## src/rtl/display_buttons_pkg.sv

```systemverilog
// Shared types and register map for the display-board button scanner.
package display_board_pkg;

    typedef enum logic [2:0] {
        ST_LOAD,
        ST_SETTLE,
        ST_SHIFT_LO,
        ST_SHIFT_HI,
        ST_UPDATE
    } scan_state_t;

    localparam logic REG_BUTTONS = 1'b0;
    localparam logic REG_PENDING = 1'b1;

endpackage

```

## src/rtl/display_buttons_if.sv

```systemverilog
// Avalon-MM register port of the button scanner (read-only, fixed 1-cycle latency).
interface display_buttons_if;

    logic        avs_address;
    logic        avs_read;
    logic [31:0] avs_readdata;

    modport master (output avs_address, avs_read, input avs_readdata);
    modport slave  (input avs_address, avs_read, output avs_readdata);

endinterface

```

## src/rtl/display_buttons_debounce.sv

```systemverilog
// Scan-rate debouncer: accepts a captured vector once it has repeated for DEBOUNCE_SCANS scans.
module button_debounce #(
    parameter int unsigned NUM_BITS       = 16,
    parameter int unsigned DEBOUNCE_SCANS = 4,
    localparam int unsigned CNT_W         = $clog2(DEBOUNCE_SCANS + 1)
) (
    input  logic                clk,
    input  logic                reset_n,
    input  logic [NUM_BITS-1:0] raw,
    input  logic                update,
    output logic [CNT_W-1:0]    stable_cnt,
    output logic [NUM_BITS-1:0] prev_raw,
    output logic [NUM_BITS-1:0] buttons,
    output logic [NUM_BITS-1:0] change
);

    localparam logic [CNT_W-1:0] CNT_MAX = CNT_W'(DEBOUNCE_SCANS);

    logic [CNT_W-1:0]    cnt_q, cnt_d;
    logic [NUM_BITS-1:0] prev_raw_q, prev_raw_d;
    logic [NUM_BITS-1:0] buttons_q, buttons_d;

    always_comb begin
        cnt_d      = cnt_q;
        prev_raw_d = prev_raw_q;
        buttons_d  = buttons_q;
        change     = '0;
        if (update) begin
            if (raw == prev_raw_q) begin
                cnt_d = (cnt_q >= CNT_MAX) ? CNT_MAX : cnt_q + 1'b1;
            end else begin
                cnt_d = CNT_W'(1);
            end
            prev_raw_d = raw;
            // Acceptance uses the freshly updated count, so the Nth identical scan commits.
            if ((cnt_d >= CNT_MAX) && (raw != buttons_q)) begin
                buttons_d = raw;
                change    = raw ^ buttons_q;
            end
        end
    end

    always_ff @(posedge clk or negedge reset_n) begin
        if (!reset_n) begin
            cnt_q      <= '0;
            prev_raw_q <= '0;
            buttons_q  <= '0;
        end else begin
            cnt_q      <= cnt_d;
            prev_raw_q <= prev_raw_d;
            buttons_q  <= buttons_d;
        end
    end

    assign stable_cnt = cnt_q;
    assign prev_raw   = prev_raw_q;
    assign buttons    = buttons_q;

endmodule

```

## src/rtl/display_buttons.sv

```systemverilog
// Display-board button scanner: drives the load/clock pins of the shift chain, captures
// SHIFT_OUT, debounces the vector and exposes it over Avalon-MM with a change interrupt.
module display_buttons
    import display_board_pkg::*;
#(
    parameter int unsigned CLK_DIV        = 25,
    parameter int unsigned NUM_BITS       = 16,
    parameter int unsigned DEBOUNCE_SCANS = 4
) (
    input  logic                clk,
    input  logic                reset_n,
    display_buttons_if.slave    avs,
    output logic                shift_load,
    output logic                shift_clkin,
    input  logic                shift_out,
    output logic [NUM_BITS-1:0] buttons,
    output logic                irq
);

    localparam int unsigned DIV_W = $clog2(CLK_DIV);
    localparam int unsigned IDX_W = (NUM_BITS > 1) ? $clog2(NUM_BITS) : 1;
    localparam int unsigned CNT_W = $clog2(DEBOUNCE_SCANS + 1);
    localparam logic [DIV_W-1:0] DIV_LAST = DIV_W'(CLK_DIV - 1);
    localparam logic [IDX_W-1:0] IDX_LAST = IDX_W'(NUM_BITS - 1);

    scan_state_t         state_q, state_d;
    logic [DIV_W-1:0]    div_q, div_d;
    logic [IDX_W-1:0]    idx_q, idx_d;
    logic [NUM_BITS-1:0] raw_q, raw_d;
    logic [1:0]          sync_q, sync_d;
    logic                shift_load_q, shift_load_d;
    logic                shift_clkin_q, shift_clkin_d;
    logic [NUM_BITS-1:0] pending_q, pending_d;
    logic [31:0]         readdata_q, readdata_d;
    logic                irq_q, irq_d;

    logic                div_last;
    logic                update;
    logic [NUM_BITS-1:0] change;
    logic [NUM_BITS-1:0] clr;
    logic [CNT_W-1:0]    stable_cnt;
    logic [NUM_BITS-1:0] prev_raw;

    assign div_last = (div_q == DIV_LAST);
    assign update   = (state_q == ST_UPDATE);
    assign sync_d   = {sync_q[0], shift_out};

    always_comb begin
        state_d = state_q;
        div_d   = div_q;
        idx_d   = idx_q;
        raw_d   = raw_q;
        if (state_q != ST_UPDATE) begin
            div_d = div_last ? '0 : div_q + 1'b1;
        end
        case (state_q)
            ST_LOAD: begin
                if (div_last) state_d = ST_SETTLE;
            end
            ST_SETTLE: begin
                if (div_last) begin
                    state_d = ST_SHIFT_LO;
                    idx_d   = '0;
                end
            end
            ST_SHIFT_LO: begin
                if (div_last) begin
                    raw_d[IDX_LAST - idx_q] = ~sync_q[1];
                    state_d = (idx_q == IDX_LAST) ? ST_UPDATE : ST_SHIFT_HI;
                end
            end
            ST_SHIFT_HI: begin
                if (div_last) begin
                    idx_d   = idx_q + 1'b1;
                    state_d = ST_SHIFT_LO;
                end
            end
            ST_UPDATE: state_d = ST_LOAD;
            default:   state_d = ST_LOAD;
        endcase
        // Pins are registered from the current state, so they trail the FSM by one cycle.
        shift_load_d  = (state_q != ST_LOAD);
        shift_clkin_d = (state_q == ST_SHIFT_HI);
    end

    always_comb begin
        clr        = (avs.avs_read && (avs.avs_address == REG_PENDING)) ? pending_q : '0;
        pending_d  = (pending_q & ~clr) | change;
        irq_d      = |pending_q;
        readdata_d = readdata_q;
        if (avs.avs_read) begin
            readdata_d = '0;
            if (avs.avs_address == REG_PENDING) begin
                readdata_d[NUM_BITS-1:0] = pending_q;
            end else begin
                readdata_d[NUM_BITS-1:0] = buttons;
            end
        end
    end

    always_ff @(posedge clk or negedge reset_n) begin
        if (!reset_n) begin
            state_q       <= ST_LOAD;
            div_q         <= '0;
            idx_q         <= '0;
            raw_q         <= '0;
            sync_q        <= '1;
            shift_load_q  <= 1'b1;
            shift_clkin_q <= 1'b0;
            pending_q     <= '0;
            readdata_q    <= '0;
            irq_q         <= 1'b0;
        end else begin
            state_q       <= state_d;
            div_q         <= div_d;
            idx_q         <= idx_d;
            raw_q         <= raw_d;
            sync_q        <= sync_d;
            shift_load_q  <= shift_load_d;
            shift_clkin_q <= shift_clkin_d;
            pending_q     <= pending_d;
            readdata_q    <= readdata_d;
            irq_q         <= irq_d;
        end
    end

    button_debounce #(
        .NUM_BITS       (NUM_BITS),
        .DEBOUNCE_SCANS (DEBOUNCE_SCANS)
    ) u_debounce (
        .clk        (clk),
        .reset_n    (reset_n),
        .raw        (raw_q),
        .update     (update),
        .stable_cnt (stable_cnt),
        .prev_raw   (prev_raw),
        .buttons    (buttons),
        .change     (change)
    );

    // Once a vector has been stable long enough, the debounced output must equal it.
    assert property (@(posedge clk) disable iff (!reset_n)
        (stable_cnt < CNT_W'(DEBOUNCE_SCANS)) || (buttons == prev_raw));

    assign shift_load       = shift_load_q;
    assign shift_clkin      = shift_clkin_q;
    assign avs.avs_readdata = readdata_q;
    assign irq              = irq_q;

endmodule

```

## src/flat_wrapper.sv

```systemverilog
// flat-port wrapper written by rule: the top's interface ports become plain ports
module display_buttons_flat import display_board_pkg::*;
#(
    parameter int unsigned CLK_DIV        = 25,
    parameter int unsigned NUM_BITS       = 16,
    parameter int unsigned DEBOUNCE_SCANS = 4
)
  (clk, reset_n, shift_load, shift_clkin, shift_out, buttons, irq, avs_avs_address, avs_avs_read, avs_avs_readdata);
  display_buttons_if avs_i ();
  input  logic clk;
  input  logic reset_n;
  output logic shift_load;
  output logic shift_clkin;
  input  logic shift_out;
  output logic [NUM_BITS-1:0] buttons;
  output logic irq;
  input wire logic [$bits(avs_i.avs_address)-1:0] avs_avs_address;
  input wire logic [$bits(avs_i.avs_read)-1:0] avs_avs_read;
  output wire logic [$bits(avs_i.avs_readdata)-1:0] avs_avs_readdata;
  assign avs_i.avs_address = avs_avs_address;
  assign avs_i.avs_read = avs_avs_read;
  assign avs_avs_readdata = avs_i.avs_readdata;
  display_buttons #(.CLK_DIV(CLK_DIV), .NUM_BITS(NUM_BITS), .DEBOUNCE_SCANS(DEBOUNCE_SCANS)) u_core (.clk(clk), .reset_n(reset_n), .avs(avs_i), .shift_load(shift_load), .shift_clkin(shift_clkin), .shift_out(shift_out), .buttons(buttons), .irq(irq));
endmodule
```

## config.mk

```make
export PLATFORM = sky130hd
export DESIGN_NAME = display_buttons_flat
export DESIGN_NICKNAME = d
export VERILOG_FILES = /design/src/rtl/display_buttons_pkg.sv /design/src/rtl/display_buttons_if.sv /design/src/rtl/display_buttons_debounce.sv /design/src/rtl/display_buttons.sv /design/src/flat_wrapper.sv
export SDC_FILE = /design/constraint.sdc
export NUM_CORES = 1
export LEC_CHECK = 0
export ABC_AREA = 1
export BUFFER_PORTS_ARGS = -buffer_cell sky130_fd_sc_hd__buf_2
export CAP_MARGIN = 30
export CORE_ASPECT_RATIO = 0.9
export CORE_MARGIN = 8
export CORE_UTILIZATION = 47
export CTS_CLUSTER_SIZE = 16
export DETAILED_ROUTE_END_ITERATION = 8
export PLACE_DENSITY = 0.78
export SETUP_SLACK_MARGIN = 0.5
export SYNTH_ARGS = -nofsm -noshare
export SYNTH_HDL_FRONTEND = slang
export SYNTH_HIERARCHICAL = 1
export SYNTH_SLANG_ARGS = --single-unit
```

## constraint.sdc

```tcl
create_clock -name clk -period 2.6 [get_ports clk]
set_clock_uncertainty 0.05 [all_clocks]
set_input_delay 0.52 -clock clk [delete_from_list [all_inputs] [get_ports clk]]
set_output_delay 0.52 -clock clk [all_outputs]
set_load 0.05 [all_outputs]
```

After elaboration in Yosys (flattened, before gate mapping)
Index checks and enable logic that the tools add are counted.
{ "totals": {"inputBits": 5, "reg_bits": 100, "n_memories": 0, "mem_bits_rw": 0, "output_inout_bits": 51, "romBits": 0, "elab_cells": 71, "latchBits": 0} }
{ "op_classes": {"n_lt_le_gt_ge": 4, "n_reduce_logical": 12, "add_sub_neg": 4, "eq_ne": 14, "mux": 19, "bitwise_logic": 5, "multipliers": 0, "div_mod_pow": 0, "shifts": 0} }
{ "ops": {"columns": ["operator", "count"], "rows": [
  ["$mux 16", 4],
  ["$mux 3", 7],
  ["$and 16x16->16", 1],
  ["$bwmux 16", 1],
  ["$eq 16x16->1", 1],
  ["$ne 16x16->1", 1],
  ["$not 16->16", 1],
  ["$or 16x16->16", 1],
  ["$reduce_or 16->1", 1],
  ["$xor 16x16->16", 1],
  ["$pmux 3 s3", 1],
  ["$mux 4", 2],
  ["$ne 2x1->1 const B", 4],
  ["$pmux 4 s2", 1],
  ["$eq 3x2->1 const B", 2],
  ["$ge 3x3->1 const B", 2],
  ["$reduce_and 3->1", 2],
  ["$add 5x1->5 const B", 1],
  ["$eq 5x5->1 const B", 1],
  ["$lt 4x5->1 const B", 1],
  ["$mux 5", 1],
  ["$add 4x1->4 const B", 1],
  ["$demux 1 s4", 1],
  ["$eq 4x4->1 const B", 1],
  ["other kinds (15)", 18]
]} }

Logic depth before layout (Yosys ltp)
{ "depth": {"word_depth": 9, "ltp_mapped": 11, "ltp_nobuf": 10} }

Modules after synthesis
The synthesis kept the hierarchy.
{ "modules_own_cells": {"columns": ["mod", "cells_each", "instances", "seq_area_each_um2", "area_per_inst_um2"], "rows": [
  ["display_buttons", 376, 1, 1630.3, 3203.1],
  ["button_debounce", 318, 1, 875.8, 2213.4]
]} }

Worst setup path before layout
OpenSTA, ideal clock, no wires.
{ "synth_path": {"kind": "flip-flop to flip-flop", "from": "register u_core.u_debounce.buttons_q[3] (netlist: u_core/u_debounce/buttons[3])", "to": "register u_core.pending_q[10]", "synth_period_minus_slack_ps": 1876, "path_stages_with_launch": 12, "path_slack_ps": 724, "n_path_buf": 1, "setup_ps": 124, "arrival_ps": 1702, "required_time_ps": 2426, "cell_sequence": "dfrtp_1 > inv_1 > nand2_1 > nand2_2 > nor2_2 > nand2_1 > nor2_2 > nand2_4 > nand3_4 > buf_4 > nor2_1 > o21bai_1"} }
{ "synth_between": {"elab_chain_cells": 5} }
{ "synth_lines": {"columns": ["item", "line_no", "text"], "rows": [
  ["from (decl)", "display_buttons_debounce.sv:21", "logic [NUM_BITS-1:0] buttons_q, buttons_d;"],
  ["from (signal assigned)", "display_buttons_debounce.sv:51", "buttons_q <= buttons_d;"],
  ["$ne 16x16->1", "display_buttons_debounce.sv:36", "if ((cnt_d >= CNT_MAX) && (raw != buttons_q)) begin"],
  ["$logic_and 1x1->1", "display_buttons_debounce.sv:36", null],
  ["$mux 16", "display_buttons_debounce.sv:36", null],
  ["$mux 16", "display_buttons_debounce.sv:28", "if (update) begin"],
  ["via u_core.change[10]", "display_buttons.sv:39", "logic [NUM_BITS-1:0] change;"],
  ["$or 16x16->16", "display_buttons.sv:88", "pending_d = (pending_q & ~clr) | change;"],
  ["via u_core.pending_d[10]", "display_buttons.sv:33", "logic [NUM_BITS-1:0] pending_q, pending_d;"],
  ["to (signal assigned)", "display_buttons.sv:121", "pending_q <= pending_d;"],
  ["to (decl)", "display_buttons.sv:33", null]
]} }
The timed path passes the listed nets, and every way through them passes these cells.
A chain may end at the register's enable or synchronous reset.

Final worst setup path
{ "layout_path": {"from": "register u_core.state_q[1]", "to": "register u_core.u_debounce.buttons_q[12] (netlist: u_core/u_debounce/buttons[12])"} }
{ "layout_between": {"elab_chain_cells": 2} }
{ "layout_lines": {"columns": ["item", "line_no", "text"], "rows": [
  ["from (decl)", "display_buttons.sv:26", "scan_state_t state_q, state_d;"],
  ["from (signal assigned)", "display_buttons.sv:114", "state_q <= state_d;"],
  ["$eq 3x3->1", "display_buttons.sv:45", "assign update = (state_q == ST_UPDATE);"],
  ["via u_core.update", "display_buttons.sv:38", "logic update;"],
  ["$reduce_and 2->1 (no source line)", null, null]
]} }
The timed path passes the listed nets, and every way through them passes these cells.

==> impl_metrics.py <==
metrics = {
    "outcome": {
        "status": "complete, no violations",
    },
    "logic_synthesis": {
        "ys.warnings.count": 6,
        "yosysSeqAreaShare_pct": 46.3,
        "avgSynthCellArea_um2": 7.80,
        "syn_area_um2": 5420,
        "netlist_instances": 694,
        "synthDistinctLibCells": 29,
        "synth-seq-cells": 100,
    },
    "routing": {
        "drtPass1Iterations": 5,
        "drtIter0Drc": 194,
        "avgRoutedWirePerCell_um": 12.5,
        "viasPerCell": 4.80,
        "antenna_left": 0,
        "drc": 0,
        "wl_mm": 11.1,
        "vias": 4268,
    },
    "worst_setup_path": {
        "crit_arrival_ns": 2.11,
        "required_ns": 2.79,
        "start_kind": "register",
        "cp_max_fo": 16,
        "endpoint_kind": "register",
        "worstSetupPathType": "register to register",
    },
    "layout": {
        "num-fill-cells": 1099,
        "drive_gt1_share_pct": 15.8,
        "final_common_cell": "nand2_1",
        "seq_area_um2": 2510,
        "syn2layout_area_growth_pct": 10.3,
        "multiInputGateArea_um2": 2280,
        "antenna_cells": 0,
        "final_nets": 741,
        "final_cell_mix": "nand2_1 (192), inv_1 (98), dfrtp_1 (97)",
    },
    "timing": {
        "setup_tns_ns": 0,
        "rsz0062_at_grt": "false",
        "fin_crit_ns": 1.93,
        "setup_viol": 0,
        "hold_violations": 0,
        "drv_slew": 0,
        "holdWs_ns": 0.0800,
        "min_period_over_period_pct": 74.1,
        "fin_ws_ns": 0.674,
        "fmax_mhz": 519,
    },
    "grt": {
        "grt_usage_pct": 15.5,
        "grt_overflow_total": 0,
        "grt_max_degree": 49,
        "grt_pass1_vias": 4010,
        "antenna_found_initial": 0,
        "grt_pass1_wl_mm": 19.2,
    },
    "clock_tree": {
        "holdBufCountCts": 0,
        "cts_root_buf": "clkbuf_16",
        "clkLatencyLatePin_ns": 0.35,
        "cts.htree.levels": 3,
        "cts_buffers": 9,
        "cts_buffer_depth": 2,
        "cts_tree": "built",
        "clk_pin_slew_ns": 0.07,
        "post_cts_buffers": 0,
        "cts.sinks": 100,
        "post_cts_resized": 0,
    },
    "power_and_ir_drop": {
        "p_per_area_nw_per_um2": 529,
        "vdd_drop_max_mv": 0.415,
        "p_leak_nw": 3.00,
    },
    "placed_design": {
        "port_buffers": 39,
        "dp_hpwl_mm": 7.96,
        "gp_congestion": 0.823,
        "pre_cts_ws_ns": 0.571,
    },
    "floorplanning": {
        "boundaryPins": 56,
        "rows": 37,
        "coreArea_um2": 11300,
        "die_w_um": 129,
        "die_h_um": 118,
        "dieArea_um2": 15200,
        "floorplan.initialDensity_pct": 47.8,
    },
    "hold_path": {
        "hp-class": "input pin to asynchronous set/reset pin",
    },
    "run": {
        "drv_cap": 0,
    },
}
final cells by class:
cell class                 instances  area share (%)
timing repair buffer              47            4.52
clock inverter                     6            1.19
multi-input combinational        456            38.1
sequential                       100            41.9
inverter                         114            7.16
clock buffer                      10            3.83
tap                              156            3.27
routing by layer:
| metal | up-vias | global-route usage (%) | part of all wire [%] |
|---|---|---|---|
| li1 | 2205 | - | - |
| met1 | 1937 | 20.9 | 47 |
| met2 | 117 | 24.0 | 45 |
| met3 | 9 | 3.62 | 6.6 |
| met4 | 0 | 4.40 | 1.2 |
| met5 | - | 0 | 0 |
sequential cells by signal, indices dropped and copies added (netlist names):
signal                        count
u_core/u_debounce/prev_raw       16
u_core/idx_q                      4
u_core/raw_q                     16
u_core/state_q                    3
u_core/avs.avs_readdata          16
u_core/irq                        1
u_core/sync_q                     2
u_core/div_q                      5
u_core/u_debounce/buttons        16
u_core/pending_q                 16
u_core/shift_clkin                1
u_core/shift_load                 1
u_core/u_debounce/stable_cnt      3
worst paths after layout:
path / start / endpoint / slack [ns] / cells after the start
worst max-delay path: u_core/state_q[1]$_DFFE_PN0P_ / u_core/u_debounce/buttons[12]$_DFFE_PN0P_ / 0.67 / 8
worst min-delay path: reset_n / u_core/pending_q[8]$_DFF_PN0_ / 0.08 / 1
worst max register to register: u_core/state_q[1]$_DFFE_PN0P_ / u_core/u_debounce/buttons[12]$_DFFE_PN0P_ / 0.67 / 8
worst min register to register: u_core/sync_q[0]$_DFF_PN1_ / u_core/sync_q[1]$_DFF_PN1_ / 0.31 / 0
max in group asynchronous: reset_n / u_core/raw_q[15]$_DFFE_PN0P_ / 1.80 / 2
min in group clk: shift_out / u_core/sync_q[0]$_DFF_PN1_ / 0.22 / 1
synth_stat cells:
cell type / number / area (µm²)
nor2_2: 8 / 50.1
nand2_2: 17 / 106
nand3_1: 45 / 225
a21oi_1: 4 / 20.0
buf_8: 1 / 15.0
a22oi_1: 1 / 7.51
nor2_1: 51 / 191
o211ai_1: 16 / 120
nor2_4: 4 / 45.0
clkbuf_1: 7 / 26.3
inv_2: 16 / 60.1
nand3_4: 1 / 17.5
conb_1: 1 / 3.75
nand2_1: 192 / 721
dfstp_2: 3 / 78.8
clkbuf_4: 1 / 7.51
o21ai_0: 40 / 200
buf_2: 7 / 35.0
xnor2_1: 9 / 78.8
o21bai_1: 16 / 120
ha_1: 8 / 100
dfrtp_1: 97 / 2430
nand2_4: 2 / 22.5
nand4_1: 23 / 144
nand3_2: 1 / 10.0
buf_4: 20 / 150
inv_1: 98 / 368
nor2_8: 1 / 20.0
buf_6: 4 / 45.0
power breakdown:
| part | internal [W] | total, W | switching (W) |
|---|---|---|---|
| Clock | 0.000756 | 0.00134 | 0.000587 |
| Sequential | 0.00158 | 0.00159 | 0.00000913 |
| Combinational | 0.0000356 | 0.000230 | 0.000195 |
worst max-delay path, stage by stage, from the launching register on:
cell and delay [ns]:
dfrtp_1 0.44, inv_1 0.10, nand3_1 0.27, inv_1 0.17, inv_1 0.09, nor2_4 0.20, nand3_4 0.27, nand2_1 0.15
nand2_1 0.07
kinds of logic after synthesis:
family                   share of synthesized area, %
AO/OA/AOI/OAI                                    8.64
other                                          0.0692
adder cells (fa/ha/maj)                          1.85
buffers and inverters                            13.1
XOR/XNOR                                         1.46
AND/OR/NAND/NOR                                  28.7
flip-flops                                       46.3
through the flow:
step / power (W) / instances / area (µm²) / util (%)
finish: 0.00316 / 889 / 5980 / 52.7
detailed placement: 0.00185 / 872 / 5660 / 49.9
global route: 0.00328 / 889 / 5980 / 52.7
global placement: 0.00185 / 872 / 5660 / 49.9
floorplan: 0.00180 / 709 / 5470 / -
CTS: 0.00320 / 888 / 5960 / 52.5
Note: power is estimated with default switching activity, not from simulation.
